==> src/rtl/sram_port_arbiter.sv <==
// Two-requester arbiter in front of a single-port falling-edge SRAM: one access per grant, IDLE/ACCESS sequencing.
// Round-robin by default; define SRAM_ARB_FIXED_PRIORITY_EN to give requester A absolute priority.
module sram_port_arbiter #(
    parameter int ADDR_WIDTH = 8,
    parameter int DATA_WIDTH = 16
) (
    input  logic                  Clk_In,
    input  logic                  Reset_In,

    input  logic                  Req_A,
    input  logic                  Write_A,
    input  logic [ADDR_WIDTH-1:0] Addr_A,
    input  logic [DATA_WIDTH-1:0] Wdata_A,
    output logic                  Grant_A,
    output logic                  Done_A,
    output logic [DATA_WIDTH-1:0] Rdata_A,

    input  logic                  Req_B,
    input  logic                  Write_B,
    input  logic [ADDR_WIDTH-1:0] Addr_B,
    input  logic [DATA_WIDTH-1:0] Wdata_B,
    output logic                  Grant_B,
    output logic                  Done_B,
    output logic [DATA_WIDTH-1:0] Rdata_B,

    output logic [ADDR_WIDTH-1:0] Sram_Address,
    output logic [DATA_WIDTH-1:0] Sram_Wdata,
    output logic                  Sram_Write_Enable,
    output logic                  Sram_Read_Enable,
    input  logic [DATA_WIDTH-1:0] Sram_Rdata
);

    typedef enum logic {
        IDLE   = 1'b0,
        ACCESS = 1'b1
    } state_t;

    state_t                  state_q;
    logic                    owner_b_q;
    logic                    grant_a_q, grant_b_q;
    logic                    done_a_q, done_b_q;
    logic [DATA_WIDTH-1:0]   rdata_a_q, rdata_b_q;
    logic [ADDR_WIDTH-1:0]   sram_addr_q;
    logic [DATA_WIDTH-1:0]   sram_wdata_q;
    logic                    sram_we_q, sram_re_q;
    logic                    pick_b;

`ifndef SRAM_ARB_FIXED_PRIORITY_EN
    // Set when B was the most recent winner; reset leaves it set so A takes the first tie.
    logic                    last_b_q;
`endif

    always_comb begin
        // NOTE: give every always_comb output a default first so no path can infer a latch.
        pick_b = 1'b0;
`ifdef SRAM_ARB_FIXED_PRIORITY_EN
        pick_b = Req_B && !Req_A;
`else
        pick_b = Req_B && (!Req_A || !last_b_q);
`endif
    end

    // NOTE: state registers use non-blocking assignments so every flop samples pre-edge values.
    always_ff @(posedge Clk_In) begin
        if (Reset_In) begin
            state_q      <= IDLE;
            owner_b_q    <= 1'b0;
            grant_a_q    <= 1'b0;
            grant_b_q    <= 1'b0;
            done_a_q     <= 1'b0;
            done_b_q     <= 1'b0;
            rdata_a_q    <= '0;
            rdata_b_q    <= '0;
            sram_addr_q  <= '0;
            sram_wdata_q <= '0;
            sram_we_q    <= 1'b0;
            sram_re_q    <= 1'b0;
`ifndef SRAM_ARB_FIXED_PRIORITY_EN
            last_b_q     <= 1'b1;
`endif
        end else begin
            grant_a_q <= 1'b0;
            grant_b_q <= 1'b0;
            done_a_q  <= 1'b0;
            done_b_q  <= 1'b0;
            case (state_q)
                IDLE: begin
                    if (Req_A || Req_B) begin
                        owner_b_q    <= pick_b;
                        grant_a_q    <= !pick_b;
                        grant_b_q    <= pick_b;
                        sram_addr_q  <= pick_b ? Addr_B  : Addr_A;
                        sram_wdata_q <= pick_b ? Wdata_B : Wdata_A;
                        sram_we_q    <= pick_b ? Write_B  : Write_A;
                        sram_re_q    <= pick_b ? !Write_B : !Write_A;
`ifndef SRAM_ARB_FIXED_PRIORITY_EN
                        last_b_q     <= pick_b;
`endif
                        state_q      <= ACCESS;
                    end
                end
                ACCESS: begin
                    // The SRAM completed the operation on the falling edge of this cycle.
                    sram_we_q <= 1'b0;
                    sram_re_q <= 1'b0;
                    done_a_q  <= !owner_b_q;
                    done_b_q  <= owner_b_q;
                    if (sram_re_q) begin
                        if (owner_b_q) rdata_b_q <= Sram_Rdata;
                        else           rdata_a_q <= Sram_Rdata;
                    end
                    state_q <= IDLE;
                end
                default: state_q <= IDLE;
            endcase
        end
    end

    assign Grant_A           = grant_a_q;
    assign Grant_B           = grant_b_q;
    assign Done_A            = done_a_q;
    assign Done_B            = done_b_q;
    assign Rdata_A           = rdata_a_q;
    assign Rdata_B           = rdata_b_q;
    assign Sram_Address      = sram_addr_q;
    assign Sram_Wdata        = sram_wdata_q;
    assign Sram_Write_Enable = sram_we_q;
    assign Sram_Read_Enable  = sram_re_q;

endmodule

==> config.mk <==
export PLATFORM = sky130hd
export DESIGN_NAME = sram_port_arbiter
export DESIGN_NICKNAME = d
export VERILOG_FILES = /design/src/rtl/sram_port_arbiter.sv
export SDC_FILE = /design/constraint.sdc
export NUM_CORES = 1
export LEC_CHECK = 0
export ABC_CLOCK_PERIOD_IN_PS = 1900
export CAP_MARGIN = 30
export CORE_MARGIN = 2
export CORE_UTILIZATION = 23
export CTS_BUF_LIST = sky130_fd_sc_hd__clkbuf_8
export DETAILED_ROUTE_END_ITERATION = 12
export GPL_TIMING_DRIVEN = 0
export PLACE_DENSITY = 0.6
export SLEW_MARGIN = 20
export SYNTH_ARGS = -nofsm -noshare
export SYNTH_HDL_FRONTEND = slang
export SYNTH_SLANG_ARGS = --single-unit
==> constraint.sdc <==
create_clock -name Clk_In -period 1.9 [get_ports Clk_In]
set_input_delay 0.38 -clock Clk_In [delete_from_list [all_inputs] [get_ports Clk_In]]
set_output_delay 0.38 -clock Clk_In [all_outputs]
set_load 0.05 [all_outputs]
Word-level counts from Yosys, hierarchy flattened
Index checks and enable logic that the tools add are counted.
{"block": "word_totals", "reg_bits": 65, "latch_bits": 0, "ramBits": 0, "mem_bits_ro": 0, "in_bits": 70, "n_memories": 0}
{"block": "op_classes", "add_sub_neg": 0, "multipliers": 0, "div_mod_pow": 0, "n_lt_le_gt_ge": 0, "n_eq_ne": 1, "shifts": 0, "mux": 10, "bitwise_logic": 3, "reduce_logical": 14}
{"cell": "16-bit two-way mux", "n": 1}
{"cell": "8-bit two-way mux", "n": 1}
{"cell": "1-bit zero test", "n": 6}
{"cell": "1-bit one-hot mux with 2 select lines", "n": 3}
{"cell": "3-bit AND reduction", "n": 2}
{"cell": "1-bit two-way mux", "n": 5}
{"cell": "1-bit inverter", "n": 3}
{"cell": "3-bit OR reduction", "n": 1}
{"cell": "1-bit logical OR", "n": 2}
{"cell": "2-bit inequality test (second input constant)", "n": 1}
{"cell": "2-bit AND reduction", "n": 1}
{"cell": "2-bit OR reduction", "n": 1}
{"cell": "1-bit logical AND", "n": 1}

Longest topological paths before layout
{"block": "logic_depth", "depth_word": 6, "mapped_depth": 6, "mapped_depth_nobuf": 3}

Worst setup path after synthesis
OpenSTA, ideal clock, no wires.
{"block": "synth_timing", "path_type": "register to register", "from": "register sram_re_q (netlist: Sram_Read_Enable)", "to": "register rdata_b_q[10] (netlist: Rdata_B[10])", "setup_time_ns": 0.132, "t_arrival_ns": 1.341, "required_time_ns": 1.768, "path_slack_ns": 0.426, "stages_incl_launch_ff": 5, "n_path_buf": 1, "period_less_slack_ns": 1.474, "cell_sequence": "dfxtp_1 nand3_1 clkbuf_1 nand2_1 a21oi_1"}
{"block": "synth_via", "elab_chain_cells": 1}
{"element": "start, declared", "line_no": "45", "source": "logic sram_we_q, sram_re_q;"}
{"element": "start signal, assigned", "line_no": "95", "source": "sram_re_q <= pick_b ? !Write_B : !Write_A;"}
{"element": "3-bit AND reduction (no source line)"}
{"element": "end signal, assigned", "line_no": "109", "source": "if (owner_b_q) rdata_b_q <= Sram_Rdata;"}
{"element": "end, declared", "line_no": "42", "source": "logic [DATA_WIDTH-1:0] rdata_a_q, rdata_b_q;"}
No other way between the ends.
A chain may end at the register's enable or synchronous reset.

Worst setup path after layout
{"block": "layout_timing", "from": "register sram_wdata_q[11] (netlist: Sram_Wdata[11])", "to": "output port Sram_Wdata[11]"}
{"element": "start, declared", "line_no": "44", "source": "logic [DATA_WIDTH-1:0] sram_wdata_q;"}
{"element": "start signal, assigned", "line_no": "93", "source": "sram_wdata_q <= pick_b ? Wdata_B : Wdata_A;"}
{"element": "end, declared", "line_no": "27", "source": "output logic [DATA_WIDTH-1:0] Sram_Wdata,"}
No word-level cell between the ends.

==> impl_metrics.ini <==
[sta]
min_period_ns = 1.870
fmax_mhz = 534.8
setup_ws_ns = 0.02998
finalCritPeriodShare = 0.9842
fin_tns_setup_ns = 0
clock_skew_ns = 0.01069
slew_viol_final = 0
setup_violations = 0
worst_pin_slew_ns = 0.7478
rsz0062_at_grt = no
hold_viol = 0
holdWs_ns = 0.3260
slew_headroom = 0.5015

[final_layout]
layout-drive-gt1-share = 0.1165
layout.cells.non_filler = 598
final_common_cell = nand2_1
area_delta_synth_final_pct = 66.83
fin_area_mm2 = 0.004392
diodes = 0
seq_area_mm2 = 0.001301
multi_input_area_mm2 = 0.001160
nFillCells = 1138
final_nets = 520
final_cell_mix = nand2_1 (90), clkdlybuf4s50_1 (77), dfxtp_1 (65), a21oi_1 (56), dlymetal6s2s_1 (36)
utilization = 0.3896

[grt]
grt_pass1_vias = 2757
track_usage = 0.1415
gr-total-overflow = 0
grt_start_max_net_pins = 13
antenna_found_initial = 0
grt_first_pass_wirelength_mm = 13.87

[synthesis]
syn-instance-count = 311
ys_seq_area_frac = 0.4943
avgSynthCellArea_um2 = 8.465
ys_seq_elements = 65
synth_cell_types = 30
synth.top_cells.by_area = dfxtp_1 (49%), nand2_1 (13%), a21oi_1 (11%)
synth_edf_count = 0
yosys.area.top_type = dfxtp_1
yosys_warnings = 0
synth_ff_type = dfxtp_1
synthesis.nets = 381
synthArstFlopShare = 0
synth_top_area_frac = 0.4943
synth_area_mm2 = 0.002633

[placement]
placed_area_mm2 = 0.004093
placed_cells = 582
pre_cts_slack_ns = 0.2600
hpwlAfterDp_mm = 6.596
gp_congestion = 0.8160
portBuffers = 128

[die]
core_mm2 = 0.01127
die_w_um = 111.0
ios = 132
die_h_um = 111.0
start_util = 0.2335
die_area_mm2 = 0.01232
num_rows = 39

[clock_network]
numCtsBuffers = 9
clkTransAtPathRegs_ns = 0.07
ctsHoldBuffers = 0
cts_resized = 15
clk_path_buf_depth = 2
cts_tree = done
cts_sinks = 65
htree_levels = 3
cts_setup_buffers = 0
clk_latency_ns = 0.34
cts_root_buf = clkbuf_8

[power_and_ir_drop]
finalPower_mw = 3.645
ir_drop_mv = 0.3154
leakagePower_nw = 2.220
power.density_mw_per_mm2 = 830.1

[worst_hold_path]
hp-class = primary input to flop

[worst_setup_path]
worst-endpoint-required_ns = 1.52
path_max_fanout = 2
critical_path_buf_inv_count = 1
end_kind = output port
crit_family = buffers and inverters
start_kind = flop
cp_cell_sequence = clkdlybuf4s50_1
cp.arrival_ns = 1.49
rrSetupSlack_ns = 0.47
crit_slowest_cell = clkdlybuf4s50_1
critPathKind = flop to output port
max_stage_delay_ns = 0.82

[routing]
dr_total_vias = 2635
firstDrtPassIters = 4
ant_nets = 0
drc = 0
vias_per_cell = 4.406
wl_per_cell_um = 14.52
routed_wl_mm = 8.685
drt-initial-drc-count = 107

[run_status]
status = completed

[run]
maxCapViolCount = 0
## logic make-up (layout without fill, tap and decap cells)
kind of cell,count (synthesis),after routing,synth area share
compound gates,90,90,0.2472
buf+inv,27,171,0.06511
flops,65,65,0.4943
simple gates,129,129,0.1934
## metal layers
| layer | share of wire | track usage | vias to the layer above |
|---|---|---|---|
| met3 | 0.032 | 0.02843 | 15 |
| li1 | - | - | 1327 |
| met4 | 0.027 | 0.07083 | 0 |
| met2 | 0.52 | 0.2487 | 59 |
| met5 | 0 | 0 | - |
| met1 | 0.42 | 0.1629 | 1234 |
## area by class of cell
type                    count  area share
repair buffers            128      0.3080
flip-flops and latches     65      0.2963
multi-input cells         219      0.2641
well taps                 143     0.04074
plain buffers              24     0.03647
clock buffers              10     0.03134
clock inverters             6     0.02051
inverters                   3    0.002564
## synthesized netlist by cell type (2+ instances only)
library cell  number
nand3_1            2
buf_6              6
a211oi_2          17
nor2_1            29
nand2_1           90
buf_4              5
clkbuf_2           2
clkbuf_1           7
nor3_1             2
inv_1              3
dfxtp_1           65
a21oi_1           56
a211oi_1           7
o21ai_0            2
buf_2              3
## registers in the layout (all words and copies together), names as in the netlist
| name | count |
|---|---|
| Done_B | 1 |
| Sram_Address | 8 |
| state_q | 1 |
| Sram_Write_Enable | 1 |
| Sram_Wdata | 16 |
| Grant_A | 1 |
| last_b_q | 1 |
| Done_A | 1 |
| Sram_Read_Enable | 1 |
| Rdata_B | 16 |
| owner_b_q | 1 |
| Rdata_A | 16 |
| Grant_B | 1 |
## power breakdown
group          internal [mW]  switching, mW
Clock                  0.779          0.567
Sequential              1.43         0.0412
Combinational          0.339          0.485
## final timing paths
check / start / endpoint / cells after the start
worst max register to register: state_q / Rdata_B[13] / 4
worst min register to register: Rdata_A[14] / Rdata_A[14] / 2
worst min-delay path: Req_B / Sram_Write_Enable / 3
worst max-delay path: Sram_Wdata[11] / Sram_Wdata[11] / 1
Power figures use the tool's default switching activity.
==> edit 1: new RTL, same settings <==
Add a define of `SRAM_ARB_FIXED_PRIORITY_EN`.
--- a/src/rtl/sram_port_arbiter.sv
+++ b/src/rtl/sram_port_arbiter.sv
@@ -1,5 +1,7 @@
 // Two-requester arbiter in front of a single-port falling-edge SRAM: one access per grant, IDLE/ACCESS sequencing.
 // Round-robin by default; define SRAM_ARB_FIXED_PRIORITY_EN to give requester A absolute priority.
+`define SRAM_ARB_FIXED_PRIORITY_EN
+
 module sram_port_arbiter #(
     parameter int ADDR_WIDTH = 8,
     parameter int DATA_WIDTH = 16
Behaviour: not the same (Yosys sat finds a counterexample within 4 cycles, from zero or initial values and one cycle with Reset_In high).
==> edit 1 against the original RTL <==
First-iteration DRC count down 44%; sequential share of layout area rose by 0.62 points; register-to-register slack lost 0.04 ns; total power shrank 7.5%; combinational power decreased by 13%; design area shrank 3.6%; utilization up 2.1 points; clock power down 10%; sequential cell count decreased by 1; critical endpoint is now Rdata_A[1]; routed wire length shrank 8.4%; area after synthesis fell by 6.7%; synthesized cell count decreased by 2.3%; worst setup slack improved by 0.010 ns.
==> edit 1: results (changes against the original RTL) <==
- HP Class: flip-flop to flip-flop (was primary input to flip-flop)
- Yosys cell types: 26 (was 30)
- TritonCTS Buffers: 9 (unchanged)
- Peak VDD IR: 0.268 mV (was 0.315 mV)
- Pin count of the biggest net entering global routing: 11 (was 13)
- Gr usage total: 13.8% (was 14.1%)
- First-pass GRT wire length: 12400 um (was 13900 um)
- Sequential cell area fraction in the yosys report: 52.2% (was 49.4%)
- Ranking of synthesized cells by area: dfxtp_1 (52%), nand2_1 (17%), a311oi_1 (8.2%) (was dfxtp_1 (49%), nand2_1 (13%), a21oi_1 (11%))
- HPWL Detailed: 5990 um (was 6600 um)
- Net Count, Synth: 374 (was 381)
- Placed insts: 570 (was 582)
- Fill cells: 1088 (was 1138)
- Placer Congestion: 0.756 (was 0.816)
- Commonest cells post-synth: nand2_1 (112), dfxtp_1 (64), a21oi_1 (35) (was nand2_1 (90), dfxtp_1 (65), a21oi_1 (56))
- Net switching power: 961 uW (was 1.09 mW)
- Share of cells above drive strength 1: 7.57% (was 11.6%)
- Compound-gate portion of the synthesized area: 17.0% (was 24.7%)
- Post-Syn Instances: 304 (was 311)
- Vias: 2588 (was 2635)
- Status: complete, no violations (unchanged)
- Leakage: 2.26 nW (was 2.22 nW)
- DR pass1 iterations: 4 (unchanged)
- Final net count: 515 (was 520)
- Starting DRT DRC Count: 60 (was 107)
- Max incr delay on CP: 0.81 ns
- Tightest Pin Transition: 0.565 ns (was 0.748 ns)
- Post-DR wirelength/cell: 13.6 um (was 14.5 um)
- Vias in the first global route: 2504 (was 2757)
- Setup Skew: 0.0132 ns (was 0.0107 ns)
- IO Port Bufs: 130 (was 128)
## edit 1: final timing paths
kind | start | to | slack, ns | cells after the start
min reg2reg | Rdata_B[5] | Rdata_B[5] | 0.45 | 2
min | Rdata_B[5] | Rdata_B[5] | 0.45 | 2
max | Rdata_A[1] | Rdata_A[1] | 0.04 | 1
max reg2reg | state_q | Rdata_B[3] | 0.43 | 5
## edit 1: cell type report
class                           count  share of cell area, %
Timing Repair Buffer              130                   33.1
Sequential cell                    64                   30.3
Multi-Input combinational cell    214                   24.3
Tap cell                          136                   4.02
Clock buffer                       12                   3.90
Buffer                             25                   3.40
Clock inverter                      3                  0.975
Inverter                            1                 0.0886
## edit 1: power groups by stage
| stage | combinational (mW) | sequential [mW] | clock (mW) |
|---|---|---|---|
| 6_report | 0.716 | 1.44 | 1.21 |
| 5_1_grt | 0.765 | 1.45 | 1.33 |
| 4_1_cts | 0.730 | 1.45 | 1.26 |
| 3_5_place_dp | 0.735 | 1.48 | 0 |
| 3_3_place_gp | 0.732 | 1.47 | 0 |
| 2_1_floorplan | 0.179 | 1.70 | 0 |
## edit 1: kinds of logic (layout without fill, tap and decap cells)
group / count (synthesis) / in the layout
AND/OR/NAND/NOR: 152 / 152
AO/OA/AOI/OAI: 62 / 62
flip-flops: 64 / 64
buffers and inverters: 26 / 171
## edit 1: repair_timing
item / in CTS / in global routing
hold buffers: 0 / 0
setup endpoints to repair: 7 / 44
gates resized for setup: 7 / 44
buffers inserted: 0 / 0
## edit 1: stage by stage
stage | power (mW) | hold slack, ns | setup TNS, ns | worst slack [ns] | cell area [sq um]
finish | 3.37 | 0.453 | 0 | 0.0400 | 4240
global route | 3.55 | 0.475 | 0 | 0.00179 | 4240
CTS | 3.44 | 0.456 | 0 | 0.000259 | 4130
detailed placement | 2.21 | 0.447 | -0.955 | -0.0696 | 3930
global placement | 2.21 | 0.442 | -0.519 | -0.0361 | 3930
floorplan | 1.88 | 0.476 | 0 | 0.434 | 2460
## edit 1: metal layers
metal	vias to the layer above	global-route usage [%]	wire length (um)
met5	-	0	0
li1	1302	-	-
met3	7	5.57	730
met2	98	22.6	3690
met1	1181	16.7	3450
met4	0	4.40	80
==> edit 2: new RTL, config.mk and constraints unchanged <==
Made on the original files. Reset style: asynchronous (`Reset_In`), changed in one clocked block.
--- a/src/rtl/sram_port_arbiter.sv
+++ b/src/rtl/sram_port_arbiter.sv
@@ -61,7 +61,7 @@
     end
 
     // NOTE: state registers use non-blocking assignments so every flop samples pre-edge values.
-    always_ff @(posedge Clk_In) begin
+    always_ff @(posedge Clk_In or posedge Reset_In) begin
         if (Reset_In) begin
             state_q      <= IDLE;
             owner_b_q    <= 1'b0;
Behaviour: differs if Reset_In is asserted again (counterexample within 4 cycles, from zero or initial values and one cycle with Reset_In high); with Reset_In held inactive, the same outputs for 10 cycles.
==> edit 2 against the original RTL <==
Hold slack lost 0.037 ns; area after synthesis grew 2.1%; clock skew shrank 0.00089 ns; sequential cell count is the same; routed wire length shrank 15%; design area grew 1.1%; worst setup slack gained 0.017 ns; largest cell class is now flip-flops and latches; global-route usage shrank 2.4 points.
Power is not compared: it rests on default switching activity, and its combinational part moved more than twofold at a synthesized area within 25%.
==> edit 2: results (changes against the original RTL) <==
- Pin count of the biggest net entering global routing: 35 (was 13)
- Critical Path Source: Rdata_B[12] (was Sram_Wdata[11])
- Launch point of the worst reg-to-reg path: last_b_q (was state_q)
- Net switching power: 3.05 mW
- Share of flip-flops with an asynchronous set or reset: 100% (was 0%)
- Setup Skew: 0.00980 ns (was 0.0107 ns)
- Metal2 WL: 3350 um (was 4500 um)
- Status: complete, no violations (unchanged)
- Met3 WL: 801 um (was 275 um)
- Area after DPL: 0.00421 sq mm (was 0.00409 sq mm)
- Worst path top cell family by delay: buffers and inverters (unchanged)
- CP arrival: 1.47 ns (was 1.49 ns)
- Sequential cell area fraction in the yosys report: 60.5% (was 49.4%)
- Max incr delay on CP: 0.80 ns (was 0.82 ns)
- Placer Congestion: 0.734 (was 0.816)
- Commonest cells post-synth: dfrtp_1 (64), nand2_1 (50), mux2_2 (32) (was nand2_1 (90), dfxtp_1 (65), a21oi_1 (56))
- Fill cells: 1148 (was 1138)
- Worst slew margin: 64.7% (was 50.1%)
- Top FF cell, synth: dfrtp_1 (was dfxtp_1)
- HPWL Detailed: 5640 um (was 6600 um)
- HP Class: primary input to asynchronous set/reset pin (was primary input to flip-flop)
- Final net count: 446 (was 520)
- Gr usage total: 11.7% (was 14.1%)
- Ranking of synthesized cells by area: dfrtp_1 (60%), mux2_2 (13%), nand2_1 (7.0%) (was dfxtp_1 (49%), nand2_1 (13%), a21oi_1 (11%))
- Starting DRT DRC Count: 76 (was 107)
- Setup WS pre-CTS: -0.0327 ns (was 0.260 ns)
- Routed WL: 7400 um (was 8690 um)
- Net Count, Synth: 303 (was 381)
- Vias per std cell: 4.46 (was 4.41)
- Routed metal-1 wire length: 3110 um (was 3670 um)
- Share of cells above drive strength 1: 18.2% (was 11.6%)
- First-pass GRT wire length: 11600 um (was 13900 um)
- IO Port Bufs: 130 (was 128)
- Vias in the first global route: 2281 (was 2757)
- Warnings from Yosys: 0 (unchanged)
[edit 2: power by group through the flow]
stage	sequential [mW]	clock (mW)	combinational (mW)
6_report	2.12	0.989	3.53
5_1_grt	2.19	1.11	3.67
4_1_cts	2.14	1.04	3.59
3_5_place_dp	2.17	0	3.66
3_3_place_gp	2.15	0	3.63
2_1_floorplan	3.86	0	0.638
[edit 2: area by class of cell]
class | count | area (sq um) | share of cell area (%)
clock inverter | 5 | 25.0 | 0.564
sequential | 65 | 1630 | 36.7
multi-input combinational | 150 | 928 | 20.9
clock buffer | 10 | 138 | 3.10
inverter | 3 | 15.0 | 0.338
timing repair buffer | 132 | 1410 | 31.7
tap | 143 | 179 | 4.03
buffer | 15 | 121 | 2.73
[edit 2: metal layers]
metal  up-vias  track usage (%)
met2       126             18.2
met4         0             4.80
li1       1081                -
met1      1113             14.2
met3        12             5.18
met5         -                0
[edit 2: kinds of logic (layout without fill, tap and decap cells)]
kind of cell	Yosys count	count (layout)	synth area share [%]
simple gates	84	84	12.4
flops	65	65	60.5
compound gates	34	34	8.70
mux	32	32	13.4
buf+inv	18	165	4.93
[edit 2: path summary, 6_finish.rpt]
kind | endpoint | slack [ns] | depth (start not counted)
max | Rdata_B[12] | 0.05 | 1
min | Rdata_B[10] | 0.29 | 2
max reg2reg | Sram_Wdata[4] | 0.48 | 5
min reg2reg | Done_A | 0.48 | 1
max in group asynchronous | last_b_q | 1.18 | 3
min in group Clk_In | last_b_q | 0.35 | 2
[edit 2: what timing repair did]
action | in CTS | in global routing
pin swaps | 0 | 0
gates resized for setup | 19 | 35
setup endpoints to repair | 19 | 35
[edit 2: stage by stage]
stage	setup TNS (ns)	cells
6_report	0	523
2_1_floorplan	0	233
3_3_place_gp	-2.39	506
3_5_place_dp	-0.0417	508
5_1_grt	0	523
4_1_cts	0	523
